File: src/rtl/config_sequencer_if.sv
// Signal bundle between the host queue, RX_DECODER handshake and the sensor
// two-wire pins of config_sequencer.
interface config_sequencer_if #(
    parameter int WORD_W     = 16,
    parameter int FIFO_DEPTH = 4
);
    localparam int LVL_W = $clog2(FIFO_DEPTH + 1);

    logic              ENABLE;
    logic              CONFIG_EN;
    logic [WORD_W-1:0] WORD_DATA;
    logic              WORD_VALID;
    logic              WORD_READY;
    logic              CONFIG_DONE;
    logic              CFG_SCL;
    logic              CFG_SDA;
    logic              CFG_OE;
    logic              BUSY;
    logic [LVL_W-1:0]  FIFO_LEVEL;
    logic [15:0]       WORDS_SENT;

    modport master (
        output ENABLE, CONFIG_EN, WORD_DATA, WORD_VALID,
        input  WORD_READY, CONFIG_DONE, CFG_SCL, CFG_SDA, CFG_OE, BUSY,
               FIFO_LEVEL, WORDS_SENT
    );

    modport slave (
        input  ENABLE, CONFIG_EN, WORD_DATA, WORD_VALID,
        output WORD_READY, CONFIG_DONE, CFG_SCL, CFG_SDA, CFG_OE, BUSY,
               FIFO_LEVEL, WORDS_SENT
    );
endinterface

File: src/rtl/config_sequencer.sv
// Queues host configuration words and shifts one out, MSB first, on the
// two-wire sensor bus for every configuration window opened by RX_DECODER.
module config_sequencer #(
    parameter int WORD_W     = 16,
    parameter int CLK_DIV    = 8,
    parameter int FIFO_DEPTH = 4
) (
    input  logic               CLOCK,
    input  logic               RESET_N,
    config_sequencer_if.slave  bus
);
    localparam int HALF  = CLK_DIV / 2;
    localparam int AW    = $clog2(FIFO_DEPTH);
    localparam int LVL_W = $clog2(FIFO_DEPTH + 1);
    localparam int BIT_W = $clog2(WORD_W);
    localparam int DIV_W = $clog2(HALF + 1);

    typedef enum logic [2:0] {IDLE, LOAD, SHIFT_LO, SHIFT_HI, DONE} state_t;

    state_t             state;
    logic               cfg_q;
    logic               had_word;
    logic [WORD_W-1:0]  shreg;
    logic [BIT_W-1:0]   bit_cnt;
    logic [DIV_W-1:0]   div_cnt;

    logic [WORD_W-1:0]  mem [FIFO_DEPTH];
    logic [AW-1:0]      wr_ptr, rd_ptr;
    logic [LVL_W-1:0]   level, lvl_nxt;

    logic               cfg_rise, push, pop, sent_inc;

    assign cfg_rise = bus.CONFIG_EN && !cfg_q;
    assign push     = bus.WORD_VALID && bus.WORD_READY;
    assign pop      = (state == LOAD);
    assign sent_inc = (state == DONE) && had_word;

    assign bus.FIFO_LEVEL = level;
    assign bus.BUSY       = (state != IDLE);

    // ---------------------------------------------------------------- FIFO
    always_comb begin
        lvl_nxt = level;
        if (push && !pop)
            lvl_nxt = level + LVL_W'(1);
        else if (pop && !push)
            lvl_nxt = level - LVL_W'(1);
    end

    always_ff @(posedge CLOCK) begin
        if (push)
            mem[wr_ptr] <= bus.WORD_DATA;
    end

    // Depth is a power of two, so the pointers wrap on their own.
    always_ff @(posedge CLOCK) begin
        if (!RESET_N) begin
            wr_ptr         <= '0;
            rd_ptr         <= '0;
            level          <= '0;
            bus.WORD_READY <= 1'b1;
        end else begin
            if (push)
                wr_ptr <= wr_ptr + AW'(1);
            if (pop)
                rd_ptr <= rd_ptr + AW'(1);
            level          <= lvl_nxt;
            bus.WORD_READY <= (lvl_nxt != LVL_W'(FIFO_DEPTH));
        end
    end

    // ---------------------------------------------------------------- FSM
    // The LOAD cycle already drives SCL low, so the first low phase starts
    // its divider at 1 to keep every bit exactly CLK_DIV cycles long.
    always_ff @(posedge CLOCK) begin
        if (!RESET_N) begin
            state           <= IDLE;
            cfg_q           <= 1'b0;
            had_word        <= 1'b0;
            shreg           <= '0;
            bit_cnt         <= '0;
            div_cnt         <= '0;
            bus.CONFIG_DONE <= 1'b0;
            bus.CFG_SCL     <= 1'b0;
            bus.CFG_SDA     <= 1'b0;
            bus.CFG_OE      <= 1'b0;
            bus.WORDS_SENT  <= '0;
        end else begin
            cfg_q           <= bus.CONFIG_EN;
            bus.CONFIG_DONE <= 1'b0;
            bus.WORDS_SENT  <= bus.WORDS_SENT + 16'(sent_inc);
            case (state)
                IDLE: begin
                    if (cfg_rise && bus.ENABLE) begin
                        had_word <= (level != '0);
                        state    <= (level != '0) ? LOAD : DONE;
                    end
                end
                LOAD: begin
                    shreg       <= mem[rd_ptr];
                    bus.CFG_SDA <= mem[rd_ptr][WORD_W-1];
                    bus.CFG_OE  <= 1'b1;
                    bus.CFG_SCL <= 1'b0;
                    bit_cnt     <= '0;
                    div_cnt     <= (HALF == 1) ? DIV_W'(0) : DIV_W'(1);
                    state       <= (HALF == 1) ? SHIFT_HI : SHIFT_LO;
                end
                SHIFT_LO: begin
                    bus.CFG_SCL <= 1'b0;
                    if (div_cnt == '0)
                        bus.CFG_SDA <= shreg[WORD_W-1];
                    if (div_cnt == DIV_W'(HALF - 1)) begin
                        div_cnt <= '0;
                        state   <= SHIFT_HI;
                    end else begin
                        div_cnt <= div_cnt + DIV_W'(1);
                    end
                end
                SHIFT_HI: begin
                    bus.CFG_SCL <= 1'b1;
                    if (div_cnt == DIV_W'(HALF - 1)) begin
                        div_cnt <= '0;
                        if (bit_cnt == BIT_W'(WORD_W - 1)) begin
                            state <= DONE;
                        end else begin
                            shreg   <= shreg << 1;
                            bit_cnt <= bit_cnt + BIT_W'(1);
                            state   <= SHIFT_LO;
                        end
                    end else begin
                        div_cnt <= div_cnt + DIV_W'(1);
                    end
                end
                DONE: begin
                    bus.CONFIG_DONE <= 1'b1;
                    bus.CFG_OE      <= 1'b0;
                    bus.CFG_SCL     <= 1'b0;
                    bus.CFG_SDA     <= 1'b0;
                    state           <= IDLE;
                end
                default: state <= IDLE;
            endcase
        end
    end
endmodule

File: src/flat_wrapper.sv
// flat-port wrapper written by rule: the top's interface ports become plain ports
module config_sequencer_flat 
#(
    parameter int WORD_W     = 16,
    parameter int CLK_DIV    = 8,
    parameter int FIFO_DEPTH = 4
)
  (CLOCK, RESET_N, bus_ENABLE, bus_CONFIG_EN, bus_WORD_DATA, bus_WORD_VALID, bus_WORD_READY, bus_CONFIG_DONE, bus_CFG_SCL, bus_CFG_SDA, bus_CFG_OE, bus_BUSY, bus_FIFO_LEVEL, bus_WORDS_SENT);
  config_sequencer_if #(.WORD_W(WORD_W), .FIFO_DEPTH(FIFO_DEPTH)) bus_i ();
  input  logic CLOCK;
  input  logic RESET_N;
  input wire logic [$bits(bus_i.ENABLE)-1:0] bus_ENABLE;
  input wire logic [$bits(bus_i.CONFIG_EN)-1:0] bus_CONFIG_EN;
  input wire logic [$bits(bus_i.WORD_DATA)-1:0] bus_WORD_DATA;
  input wire logic [$bits(bus_i.WORD_VALID)-1:0] bus_WORD_VALID;
  output wire logic [$bits(bus_i.WORD_READY)-1:0] bus_WORD_READY;
  output wire logic [$bits(bus_i.CONFIG_DONE)-1:0] bus_CONFIG_DONE;
  output wire logic [$bits(bus_i.CFG_SCL)-1:0] bus_CFG_SCL;
  output wire logic [$bits(bus_i.CFG_SDA)-1:0] bus_CFG_SDA;
  output wire logic [$bits(bus_i.CFG_OE)-1:0] bus_CFG_OE;
  output wire logic [$bits(bus_i.BUSY)-1:0] bus_BUSY;
  output wire logic [$bits(bus_i.FIFO_LEVEL)-1:0] bus_FIFO_LEVEL;
  output wire logic [$bits(bus_i.WORDS_SENT)-1:0] bus_WORDS_SENT;
  assign bus_i.ENABLE = bus_ENABLE;
  assign bus_i.CONFIG_EN = bus_CONFIG_EN;
  assign bus_i.WORD_DATA = bus_WORD_DATA;
  assign bus_i.WORD_VALID = bus_WORD_VALID;
  assign bus_WORD_READY = bus_i.WORD_READY;
  assign bus_CONFIG_DONE = bus_i.CONFIG_DONE;
  assign bus_CFG_SCL = bus_i.CFG_SCL;
  assign bus_CFG_SDA = bus_i.CFG_SDA;
  assign bus_CFG_OE = bus_i.CFG_OE;
  assign bus_BUSY = bus_i.BUSY;
  assign bus_FIFO_LEVEL = bus_i.FIFO_LEVEL;
  assign bus_WORDS_SENT = bus_i.WORDS_SENT;
  config_sequencer #(.WORD_W(WORD_W), .CLK_DIV(CLK_DIV), .FIFO_DEPTH(FIFO_DEPTH)) u_core (.CLOCK(CLOCK), .RESET_N(RESET_N), .bus(bus_i));
endmodule
File: config.mk
export PLATFORM = sky130hd
export DESIGN_NAME = config_sequencer_flat
export DESIGN_NICKNAME = d
export VERILOG_FILES = /design/src/rtl/config_sequencer_if.sv /design/src/rtl/config_sequencer.sv /design/src/flat_wrapper.sv
export SDC_FILE = /design/constraint.sdc
export NUM_CORES = 1
export LEC_CHECK = 0
export CORE_MARGIN = 3
export CORE_UTILIZATION = 64
export CTS_BUF_LIST = sky130_fd_sc_hd__clkbuf_4 sky130_fd_sc_hd__clkbuf_8
export DETAILED_ROUTE_END_ITERATION = 8
export GPL_TIMING_DRIVEN = 0
export PLACE_DENSITY = 0.84
export SLEW_MARGIN = 5
export SYNTH_ARGS = -nofsm -noshare
export SYNTH_HDL_FRONTEND = slang
export SYNTH_SLANG_ARGS = --single-unit
File: constraint.sdc
create_clock -name CLOCK -period 3.2 [get_ports CLOCK]
set_input_delay 0.32 -clock CLOCK [delete_from_list [all_inputs] [get_ports CLOCK]]
set_output_delay 0.32 -clock CLOCK [all_outputs]
set_load 0.02 [all_outputs]
* Yosys cells after proc, flatten, opt, wreduce, memory -nomap -nowiden
Memories as Yosys holds them, arrays and structs flattened. A register that Yosys moved wholly into a read port is not among the register bits.
Index checks and enable logic that the tools add are counted.
** Word-level totals
- Register bits after elaboration :: 56
- Output and inout bits :: 25
- Input bits :: 21
- Memory bits (writable) :: 64
- Logic and storage cells :: 84
- Memories :: 1
** Memories
- u_core.mem :: depth 4, width 16, rd ports 1, clocked after memory_dff 1, wr ports 1, line config_sequencer.sv:27 : logic [WORD_W-1:0] mem [FIFO_DEPTH];
** Operators by class
- Add/sub/neg operators :: 7
- Equal/unequal tests :: 12
- Reduce and logical (&&, ||, !) cells :: 24
- Multiplexer cells :: 25
** Operator list (count)
- $mux W16 :: 2
- $pmux W16 S2 :: 1
- $mux W3 :: 8
- $add A16 B1 Y16 :: 1
- $pmux W3 S4 :: 1
- $eq A3 B2 Y1 const B :: 3
- $reduce_bool A3 Y1 :: 3
- $mux W4 :: 2
- $ne A2 B1 Y1 const B :: 4
- $pmux W4 S2 :: 1
- $reduce_bool A2 Y1 :: 4
- $add A3 B1 Y3 const B :: 2
- $logic_and A1 B1 Y1 :: 6
- $logic_not A3 Y1 :: 2
- $pmux W3 S2 :: 1
- $reduce_and A3 Y1 :: 2
- $add A2 B1 Y2 const B :: 2
- $add A4 B1 Y4 const B :: 1
- $eq A4 B4 Y1 const B :: 1
- $mux W1 :: 4
- $mux W2 :: 2
- $pmux W1 S2 :: 2
- $reduce_and A2 Y1 :: 2
- $eq A3 B1 Y1 const B :: 1
- other kinds (8) :: 10

* Longest topological paths before layout
- Depth after elaboration :: 6
- Mapped depth :: 10
- Gate-level depth less buffers :: 8

* Worst setup path before layout
Ideal clock, no wire load.
- Path kind :: register -> register
- From :: reg u_core.state[1]
- To :: reg u_core.bus.WORDS_SENT[15] (netlist bit)
- Path buffers :: 2
- Arrival :: 2046 ps
- Stages on the path, launching flop included :: 10
- Library setup time :: 71 ps
- Slack :: 1083 ps
- Cell sequence :: dfxtp_1 -> buf_2 -> buf_2 -> nor2_1 -> and3_1 -> ha_1 -> and2_1 -> nand3_1 -> or4_1 -> a21oi_1
** Between the ends
- Cells in the longest elaborated chain, start to end :: 3
** Ends and longest elaborated chain
- start, declared :: line config_sequencer.sv:20 : state_t state;
- start signal, assigned :: line config_sequencer.sv:96 : state <= (level != '0) ? LOAD : DONE;
- start signal, assigned :: line config_sequencer.sv:106 : state <= (HALF == 1) ? SHIFT_HI : SHIFT_LO;
- $eq A3 B3 Y1 :: line config_sequencer.sv:36 : assign sent_inc = (state == DONE) && had_word;
- $logic_and A1 B1 Y1 :: line config_sequencer.sv:36
- $add A16 B1 Y16 :: line config_sequencer.sv:91 : bus.WORDS_SENT <= bus.WORDS_SENT + 16'(sent_inc);
- end signal, assigned :: line config_sequencer.sv:91
- end, declared :: line config_sequencer_if.sv:31 : FIFO_LEVEL, WORDS_SENT
No other way between the ends.
A chain may end at the register's enable or synchronous reset.

* Worst setup path in the final report
Same ends and word-level chain as after synthesis.

==> run_results.csv <==
group,metric,value,unit
setup_path,reg2reg_to,"u_core.bus.WORDS_SENT[15]",
power_and_ir_drop,leakage,2.19,nW
setup_path,critPathSlowestCell,"or4_1",
setup_path,cp-start-kind,"flip-flop",
clock_tree,post_cts_resized,0,
routing,postRouteAntennaNets,0,
clock_tree,cts_buffers,17,
power_and_ir_drop,vdd_drop_max,0.702,mV
sta,post-route-period-util,78.9,%
die,die_x,94.9,µm
place,port_buffers,45,
sta,min_period,2.52,ns
place,dp_hpwl,6970,µm
cells_and_area,layout_common_cells,"edfxtp_1 (64), dfxtp_1 (58), clkdlybuf4s50_1 (45)",
sta,fmax,396,MHz
power_and_ir_drop,p_per_area,728,nW/µm²
grt,grt_max_degree,17,
routing,drt_pass1_iterations,4,
place,routabilityCongestion,0.863,
grt,met1_usage,30.6,%
routing,wl_per_cell,18.7,µm
grt,antenna_found_initial,0,
routing,via_count,3374,
grt,grt_pass1_wl,17100,µm
setup_path,crit_family,"simple AND/OR/NAND/NOR gates",
setup_path,crit_required,3.55,ns
setup_path,endpoint_kind,"flip-flop",
die,dieArea,9010,µm²
clock_tree,cts_tree,"yes",
setup_path,critPathCapture,"u_core.bus.WORDS_SENT[15]",
setup_path,reg2reg_depth,9,
setup_path,r2r_slack,0.68,ns
clock_tree,cts.sinks,122,
cells_and_area,fill_cells,435,
sta,slew_headroom,42.1,%
setup_path,setup.worst_path.start,"u_core.state[1]",
sta,final_max_slew_viol_count,0,
yosys,synth_area_leaders,"edfxtp_1 (38%), dfxtp_1 (23%), mux4_2 (7.1%), mux2i_1 (3.4%), a21oi_1 (3.3%)",
die,ios,46,
status,status,"finished clean",
cells_and_area,utilization,81.4,%
routing,avgViaCountPerCell,5.99,
routing,drtIter0Drc,283,
yosys,synth_ff_type,"edfxtp_1",
power_and_ir_drop,power,4.41,mW
sta,worstMarginPinSlew,0.868,ns
setup_path,timing.rr.start,"u_core.state[1]",
grt,grt_busiest_layer,"met2",
sta,whs,0.481,ns
setup_path,cp_cell_sequence,"buf_2, buf_2, nor2_1, and3_1, ha_1, and2_1, nand3_1, or4_1, a21oi_1",
yosys,synth_cells,387,
sta,tns,0,ns
yosys,synthArstFlopShare,0,%
clock_tree,root_buffer,"clkbuf_8",
yosys,syn-num-nets,420,
die,start_util,67.9,%
setup_path,max_stage_delay,0.50,ns
clock_tree,htree_levels,4,
clock_tree,insertion_delay,0.43,ns
cells_and_area,final_common_cell,"edfxtp_1",
yosys,yosysWarningCount,0,
cells_and_area,layout.nets,484,
yosys,ys_seq_area_share,61.0,%
grt,grt_usage,25.8,%
setup_path,path_depth,9,
clock_tree,cts_setup_buffers,0,
die,die_h,94.9,µm
yosys,synth_area,5060,µm²
yosys,ys_ff_latch,122,
setup_path,cp_common_cell,"buf_2",
routing,wl,10500,µm
place,placed_area,5630,µm²
yosys,synth-edff-count,64,
yosys,yosysUniqueCellTypes,51,
yosys,netlist.area_leader.share,38.0,%
clock_tree,clk_pin_slew,0.08,ns
sta,final.setup_skew,0.0118,ns
grt,grt_use_met2,44.8,%
clock_tree,clockBufferDepth,2,
hold_path,worst_hold_path_type,"reg2reg",
die,core_area,7450,µm²
setup_path,critPathBufInv,2,
grt,grt_pass1_vias,3432,
cells_and_area,finalInstanceArea,6060,µm²
grt,grt_overflow,0,
die,num_rows,31,
flow_run,maxCapViolCount,0,
cells_and_area,drive_gt1_share,13.4,%
sta,finalSetupViolCount,0,
sta,rsz0062_at_grt,"no",
cells_and_area,antennaDiodeCount,0,
yosys,synth_top_area_cell,"edfxtp_1",
clock_tree,ctsHoldBuffers,0,
grt,use_met3,6.69,%
setup_path,worstPathMaxFanout,10,
setup_path,worstSetupPathType,"reg2reg",
setup_path,crit_arrival,2.87,ns
yosys,synth_area_per_cell,13.1,µm²
routing,route.detailed.drc,0,
cells_and_area,syn_to_final_growth,19.8,%
sta,hold_viol,0,
power by group:
part | switching, mW | internal [mW] | total (mW)
Clock | 0.675 | 0.798 | 1.47
Sequential | 0.108 | 1.82 | 1.93
Combinational | 0.542 | 0.463 | 1.01
final cells by class:
type | count | area [µm²] | share of cell area, %
well taps | 99 | 124 | 2.04
repair buffers | 45 | 450 | 7.43
clock inverters | 14 | 185 | 3.06
flip-flops and latches | 122 | 3080 | 50.9
clock buffers | 18 | 241 | 3.99
multi-input cells | 237 | 1840 | 30.4
inverters | 9 | 33.8 | 0.558
plain buffers | 19 | 98.8 | 1.63
per-stage QoR:
step           worst slack [ns]  std cells
2_1_floorplan              1.08        387
3_3_place_gp              0.767        531
3_5_place_dp              0.722        531
4_1_cts                   0.687        563
5_1_grt                   0.503        563
6_report                  0.675        563
Yosys cell counts, types with 8 or more instances:
library cell and count:
ha_1 12, edfxtp_1 64, mux4_2 16, nand3_1 10
clkbuf_1 8, mux2i_1 17, nand2_1 15, inv_1 9
dfxtp_1 58, a21oi_1 33, nor2_1 19, and3_1 9
a211oi_1 16, xnor2_1 9, o21ai_0 11
cell families (layout without fill, tap and decap cells):
logic type      Yosys count  count (layout)  synth area share [%]
flops                   122             122                  61.0
simple gates             97              97                  10.7
fa+ha+maj                12              12                  2.97
compound gates           80              80                  9.67
xor+xnor                 15              15                  2.60
buf+inv                  28             105                  2.62
mux                      33              33                  10.5
worst min-delay path by stage:
stage                            from  slack (ns)           endpoint  cells past startpoint
floorplan            bus_WORD_DATA[0]        0.42   u_core.mem[0][0]                      0
global placement    u_core.div_cnt[2]        0.45  u_core.div_cnt[2]                      1
detailed placement  u_core.bus.CFG_OE        0.47  u_core.bus.CFG_OE                      2
CTS                 u_core.bus.CFG_OE        0.48  u_core.bus.CFG_OE                      2
global route        u_core.div_cnt[2]        0.50  u_core.div_cnt[2]                      1
finish              u_core.bus.CFG_OE        0.48  u_core.bus.CFG_OE                      2
layer usage:
metal,vias up,part of all wire (%)
met2,89,52
met3,13,4.7
met5,-,0
met1,1686,41
met4,0,1.5
li1,1586,-
registers in the layout (all words and copies together), names as in the netlist, named ones only:
name and count:
u_core.mem 64, u_core.bus.WORDS_SENT 16, u_core.shreg 16, u_core.bit_cnt 4, u_core.bus.FIFO_LEVEL 3, u_core.div_cnt 3, u_core.state 3, u_core.rd_ptr 2
u_core.wr_ptr 2, u_core.bus.CFG_OE 1, u_core.bus.CFG_SCL 1, u_core.bus.CFG_SDA 1, u_core.bus.CONFIG_DONE 1, u_core.bus.WORD_READY 1, u_core.cfg_q 1, u_core.had_word 1
worst register-to-register path: cells and delay by family, from the launching register on:
| kind | cells | cell delay (ns) |
|---|---|---|
| compound gates | 1 | 0.17 |
| fa+ha+maj | 1 | 0.16 |
| buf+inv | 2 | 0.38 |
| flops | 1 | 0.35 |
| simple gates | 5 | 1.37 |
(Power assumes the default switching activity.)
